File: src/rtl/hit_responder.sv
// Ghost-hit responder: fixed-priority ack of four held hit requests, BCD health, cooldown and game-over.
// Cooldown (INVULN state, tick counter) is built only when HIT_RESPONDER_INVULN_EN is defined.
module hit_responder #(
  parameter int START_HP     = 3,
  parameter int INVULN_TICKS = 120
) (
  input  logic       clk,
  input  logic       rst,
  input  logic       tick,
  input  logic [3:0] hit_req,
  input  logic       restart,
  output logic [3:0] hit_ack,
  output logic [3:0] hp_dig,
  output logic       damage,
  output logic       invuln,
  output logic       game_over
);

  localparam logic [1:0] IDLE = 2'd0;
  localparam logic [1:0] OVER = 2'd2;
`ifdef HIT_RESPONDER_INVULN_EN
  localparam logic [1:0] INVULN = 2'd1;
`endif
  localparam logic [3:0] HP_INIT   = 4'(START_HP);
  localparam logic [7:0] COOL_LOAD = 8'(INVULN_TICKS);

  logic [1:0] state;
  logic [1:0] state_nxt;
  logic [3:0] hp_nxt;
  logic [3:0] ack_nxt;
  logic [3:0] eligible;
  logic [3:0] grant;
  logic       granted;
  logic       damage_nxt;
  logic       over_nxt;

`ifdef HIT_RESPONDER_INVULN_EN
  logic [7:0] cool_cnt;
  logic [7:0] cool_nxt;
  logic       invuln_q;
  logic       invuln_nxt;
`else
  logic       unused_cfg;
  assign unused_cfg = ^{COOL_LOAD, tick};
`endif

  // Last cycle's ack masks its own bit so a request still held during the ack is not re-granted.
  assign eligible = hit_req & ~hit_ack;

  always_comb begin
    grant = 4'b0000;
    if (eligible[0])      grant = 4'b0001;
    else if (eligible[1]) grant = 4'b0010;
    else if (eligible[2]) grant = 4'b0100;
    else if (eligible[3]) grant = 4'b1000;
  end

  assign granted = |grant;

  always_comb begin
    state_nxt  = state;
    hp_nxt     = hp_dig;
    ack_nxt    = grant;
    damage_nxt = 1'b0;
    over_nxt   = game_over;
`ifdef HIT_RESPONDER_INVULN_EN
    cool_nxt   = cool_cnt;
    invuln_nxt = invuln_q;
`endif
    case (state)
      IDLE: begin
        if (granted) begin
          damage_nxt = 1'b1;
          if (hp_dig > 4'd1) begin
            hp_nxt = hp_dig - 4'd1;
`ifdef HIT_RESPONDER_INVULN_EN
            state_nxt  = INVULN;
            cool_nxt   = COOL_LOAD;
            invuln_nxt = 1'b1;
`endif
          end else begin
            hp_nxt    = 4'd0;
            over_nxt  = 1'b1;
            state_nxt = OVER;
          end
        end
      end
`ifdef HIT_RESPONDER_INVULN_EN
      // Grants here are still acked but harmless; only tick strobes drain the counter.
      INVULN: begin
        if (tick) begin
          if (cool_cnt <= 8'd1) begin
            cool_nxt   = 8'd0;
            invuln_nxt = 1'b0;
            state_nxt  = IDLE;
          end else begin
            cool_nxt = cool_cnt - 8'd1;
          end
        end
      end
`endif
      OVER: begin
        hp_nxt = 4'd0;
      end
      default: begin
        state_nxt = IDLE;
      end
    endcase

    if (restart) begin
      state_nxt  = IDLE;
      hp_nxt     = HP_INIT;
      ack_nxt    = 4'b0000;
      damage_nxt = 1'b0;
      over_nxt   = 1'b0;
`ifdef HIT_RESPONDER_INVULN_EN
      cool_nxt   = 8'd0;
      invuln_nxt = 1'b0;
`endif
    end
  end

  always_ff @(posedge clk or negedge rst) begin
    if (!rst) begin
      state     <= IDLE;
      hp_dig    <= HP_INIT;
      hit_ack   <= 4'b0000;
      damage    <= 1'b0;
      game_over <= 1'b0;
    end else begin
      state     <= state_nxt;
      hp_dig    <= hp_nxt;
      hit_ack   <= ack_nxt;
      damage    <= damage_nxt;
      game_over <= over_nxt;
    end
  end

`ifdef HIT_RESPONDER_INVULN_EN
  always_ff @(posedge clk or negedge rst) begin
    if (!rst) begin
      cool_cnt <= 8'd0;
      invuln_q <= 1'b0;
    end else begin
      cool_cnt <= cool_nxt;
      invuln_q <= invuln_nxt;
    end
  end

  assign invuln = invuln_q;
`else
  assign invuln = 1'b0;
`endif

endmodule

File: config.mk
export PLATFORM = sky130hd
export DESIGN_NAME = hit_responder
export DESIGN_NICKNAME = d
export VERILOG_FILES = /design/src/rtl/hit_responder.sv
export SDC_FILE = /design/constraint.sdc
export NUM_CORES = 1
export LEC_CHECK = 0
export BUFFER_PORTS_ARGS = -buffer_cell sky130_fd_sc_hd__buf_2
export CAP_MARGIN = 20
export CORE_AREA = 2 2 39 41
export CTS_BUF_LIST = sky130_fd_sc_hd__clkbuf_4
export CTS_CLUSTER_SIZE = 8
export DETAILED_ROUTE_END_ITERATION = 16
export DIE_AREA = 0 0 41 43
export MAX_ROUTING_LAYER = met4
export PLACE_DENSITY_LB_ADDON = 0.2
export SLEW_MARGIN = 20
export SYNTH_ARGS = -nofsm -noshare
export SYNTH_HDL_FRONTEND = slang
export SYNTH_SLANG_ARGS = --single-unit
File: constraint.sdc
create_clock -name clk -period 2.2 [get_ports clk]
set_input_delay 0.11 -clock clk [delete_from_list [all_inputs] [get_ports clk]]
set_output_delay 0.11 -clock clk [all_outputs]
set_load 0.02 [all_outputs]
# == After elaboration in Yosys (flattened, before gate mapping) ==
# Cells that the tools add are included.
# Widths: inputs -> output; s select.
# word_totals
reg_bits,12
latchBits,0
ramBits,0
romBits,0
in_bits,8
output_inout_bits,11
mem_count,0
# op_classes
add_sub_neg,1
multipliers,0
div,0
magnitude_cmp,1
eq_ne,5
shifts,0
muxes,20
bitwise,2
n_reduce_logical,8
# op_table
cell,n
$mux 4,8
$pmux 4 s2,1
$mux 1,7
$mux 2,3
$ne 3x3->1 const B,2
$reduce_and 3->1,2
$and 4x4->4,1
$gt 4x1->1 const B,1
$ne 2x2->1 const B,2
$not 4->4,1
$pmux 2 s2,1
$reduce_bool 2->1,2
$reduce_or 4->1,1
$sub 4x1->4 const B,1
$reduce_bool 3->1,1
$eq 2x2->1 const B,1
$logic_not 2->1,1
$reduce_and 2->1,1

# == Depth between registers and ports, before layout ==
# depth
word_depth,10
ltp_mapped,6
ltp_nobuf,6

# == Worst setup path after synthesis ==
# OpenSTA, ideal clock, no wires.
# synth_path
path_type,flip-flop to flip-flop
startpoint,register hp_dig[0]
endpoint,register game_over
setup_time_ns,0.121
t_arrival_ns,1.277
setup_slack_ns,0.802
path_stages_with_launch,6
n_path_buf,0
period_less_slack_ns,1.398
path_cell_list,dfstp_2 inv_1 ha_1 nor2_1 nor3_1 a22o_1
# synth_via
elab_chain_cells,3
# synth_lines
item,line_no,text
"start, declared",13,"output logic [3:0] hp_dig,"
"start signal, assigned",132,hp_dig <= hp_nxt;
$gt 4x1->1,74,if (hp_dig > 4'd1) begin
$ne 2x2->1 (no source line),--,
$reduce_and 3->1 (no source line),--,
"end signal, assigned",135,game_over <= over_nxt;
"end, declared",16,output logic game_over
# Every way passes these cells.
# A chain may end at the register's enable or synchronous reset.

# == Worst setup path after layout ==
# layout_path
startpoint,register hp_dig[0]
endpoint,register hp_dig[0]
# layout_via
elab_chain_cells,5
# layout_lines
item,line_no,text
$sub 4x1->4 / $gt 4x1->1 (equally long branches),"75, 74",
$mux 4 *,74,
$mux 4 *,72,if (granted) begin
$pmux 4 s2 *,70,case (state)
$mux 4 *,110,if (restart) begin
# Mark *: on every way between the ends. The rest lies on a longest branch, timed or not. The select of a mux whose other input is x is not followed.

==> flow_metrics.py <==
metrics = {
    "floorplanning": {
        "io_pins": 19,
        "die_area_sq_um": 1763,
        "fp.dieH_um": 43,
        "rows": 14,
        "initial_core_util": 0.3969,
        "die_w_um": 41,
        "core_sq_um": 1384,
    },
    "synthesis": {
        "synth_warnings": 0,
        "synth_mux_area_frac": 0.03645,
        "synth_compound_area_frac": 0.05695,
        "synth_top_family_by_area": "simple AND/OR/NAND/NOR gates",
        "yosysUniqueCellTypes": 21,
        "synthSimpleGateAreaFrac": 0.3144,
        "syn-num-nets": 62,
        "netlist_area_sq_um": 549.3,
        "avgSynthCellArea_sq_um": 10.56,
        "synth_seq_cells": 11,
        "syn-instance-count": 52,
        "seq_area_frac_synth": 0.5057,
        "synth_xor_area_frac": 0,
        "synthAdderAreaFrac": 0.04556,
    },
    "routing": {
        "firstDrtPassIters": 3,
        "totalWireLength_um": 973,
        "via_per_inst": 4.875,
        "drc": 0,
        "drt-initial-drc-count": 2,
        "wl_per_cell_um": 11.06,
        "antenna_left": 0,
        "via_count": 429,
    },
    "placement": {
        "placement.io_buffers": 16,
        "place_congestion": 0.7994,
        "placed_area_sq_um": 641.9,
        "dpl.hpwl_um": 740.1,
        "place_inst": 83,
    },
    "clock_tree": {
        "numCtsBuffers": 3,
        "clock_path_buffers": 2,
        "clk_pin_slew_ps": 80,
        "cts_setup_buffers": 0,
        "cts_tree": "done",
        "htreeDepth": 1,
        "cts_sinks": 11,
        "cts_root_buffer": "clkbuf_4",
        "cts_hold_buf": 1,
        "cts_resized": 0,
        "insertion_delay_ps": 270,
    },
    "setup_path": {
        "cp_max_fo": 5,
        "endpoint_kind": "flop",
        "r2r_start": "hp_dig[0]",
        "worstRegToRegCells": 6,
        "cpMaxStageDelayCell": "dfstp_2",
        "slowest_delay_ps": 570,
        "worstSetupStartpointType": "flop",
        "arrival_ps": 1640,
        "rrSetupSlack_ps": 730,
        "crit_required_ps": 2370,
        "crit_type": "flop to flop",
        "worstPathCellList": "inv_1 > ha_1 > nor2_1 > or3_1 > nand3_1 > o311ai_1",
        "r2r_end": "hp_dig[0]",
    },
    "sta": {
        "whs_ps": 34.04,
        "hold_viol_final": 0,
        "fin_worst_skew_ps": 3.402,
        "clock.fmax_mhz": 679.6,
        "rsz0062_at_grt": "no",
        "min_period_ps": 1472,
        "slew_viol_final": 0,
        "setup_viol": 0,
        "tns_ps": 0,
        "fin_crit_sh": 0.6689,
    },
    "final_layout": {
        "fin_area_sq_um": 679.4,
        "diodes": 0,
        "final_cells": 88,
        "syn_to_final_growth_pct": 23.69,
        "final_nets": 83,
        "layout-drive-gt1-share": 0.3889,
    },
    "pwr": {
        "finalPower_uw": 565.1,
        "p_leak_nw": 0.3577,
        "power_density_nw_per_um2": 831.8,
        "max-vdd-ir-drop_mv": 0.4170,
    },
    "global_routing": {
        "grt_pass1_vias": 383,
        "grt_max_degree": 12,
        "grt_pass1_wl_um": 1614,
        "antenna_found_initial": 0,
        "grt_remaining_overflow": 0,
        "gr-usage-all-layers": 0.1439,
    },
    "hold_path": {
        "hold_path_end": "hit_ack[0]",
        "hold_path_class": "input port to flop",
        "hold_path.startpoint": "restart",
        "hold_depth": 2,
    },
    "flow_run": {
        "cap_violations": 0,
    },
    "status": {
        "run_status": "finished, final reports clean",
    },
}
==> report_power, final <==
group / leakage (nW) / internal, mW / switching [mW] / total, mW
Sequential: 0.141 / 0.234 / 0.0213 / 0.255
Clock: 0.0177 / 0.0673 / 0.0723 / 0.140
Combinational: 0.199 / 0.0684 / 0.102 / 0.170
Total: 0.358 / 0.370 / 0.195 / 0.565
==> stage by stage <==
step / utilization / setup slack [ps]
2_1_floorplan: - / 802.5
3_3_place_gp: 0.4638 / 776.7
3_5_place_dp: 0.4638 / 763.7
4_1_cts: 0.4910 / 739.1
5_1_grt: 0.4910 / 624.2
6_report: 0.4910 / 728.4
==> cells in the mapped netlist, drive strengths merged <==
master | number | area share
nor3 | 3 | 0.027
and2 | 1 | 0.016
ha | 2 | 0.046
a21oi | 1 | 0.0091
or3 | 1 | 0.011
nand3 | 2 | 0.018
nor3b | 1 | 0.014
o311ai | 2 | 0.032
inv | 3 | 0.020
a22o | 1 | 0.016
nand2 | 6 | 0.041
dfstp | 2 | 0.096
nor2 | 7 | 0.048
dfrtp | 9 | 0.41
buf | 1 | 0.014
nand2b | 4 | 0.073
conb | 1 | 0.0068
mux2i | 2 | 0.036
nand4 | 1 | 0.039
nand3b | 2 | 0.027
==> worst max-delay path by stage <==
stage / startpoint / endpoint / slack, ps / depth (start not counted)
6_report: hp_dig[0] / hp_dig[0] / 730 / 6
5_1_grt: hp_dig[0] / hp_dig[1] / 620 / 6
4_1_cts: hp_dig[0] / hp_dig[1] / 740 / 6
3_5_place_dp: hp_dig[0] / hp_dig[1] / 760 / 6
3_3_place_gp: hp_dig[0] / hp_dig[1] / 780 / 6
2_1_floorplan: hp_dig[0] / game_over / 800 / 5
==> state kept, by name, summed over array words and instances (netlist names) <==
register and cells:
damage 1, game_over 1, hit_ack 4, hp_dig 4
state 1
==> worst max-delay path: cells and delay by family (launching register included) <==
kind            cells  cell delay, ps
compound gates      1             100
fa+ha+maj           1             220
buf+inv             1              60
flops               1             570
simple gates        3             430
==> final cells by class <==
class	count	area, sq um
sequential	11	277.8
tap	16	20.02
fill	138	704.4
inverter	3	11.26
timing repair buffer	17	90.09
clock inverter	1	5.005
clock buffer	3	22.52
multi-input combinational	37	252.7
==> layout by cell type, fill, tap and decap left out <==
master and n:
a21oi_1 1, a22o_1 1, and2_4 1, buf_2 16
clkbuf_4 3, clkinv_2 1, conb_1 1, dfrtp_1 9
dfstp_2 2, dlygate4sd3_1 1, ha_1 2, inv_1 3
mux2i_1 2, nand2_1 6, nand2b_2 3, nand2b_4 1
nand3_1 2, nand3b_1 2, nand4_4 1, nor2_1 7
nor3_1 3, nor3b_1 1, o311ai_1 2, or3_1 1
==> layer usage <==
| layer | track usage | part of all wire | vias to the layer above |
|---|---|---|---|
| met5 | - | 0 | - |
| met4 | 0.1000 | 0.026 | 0 |
| met2 | 0.1813 | 0.45 | 12 |
| li1 | - | - | 220 |
| met3 | 0.04712 | 0.045 | 4 |
| met1 | 0.1879 | 0.48 | 193 |
==> kinds of logic after synthesis <==
| kind of cell | count (synthesis) |
|---|---|
| other cells | 1 |
| flops | 11 |
| compound gates | 4 |
| fa+ha+maj | 2 |
| mux | 2 |
| simple gates | 28 |
| buf+inv | 4 |
No activity file was read; power rests on OpenSTA's default activity.
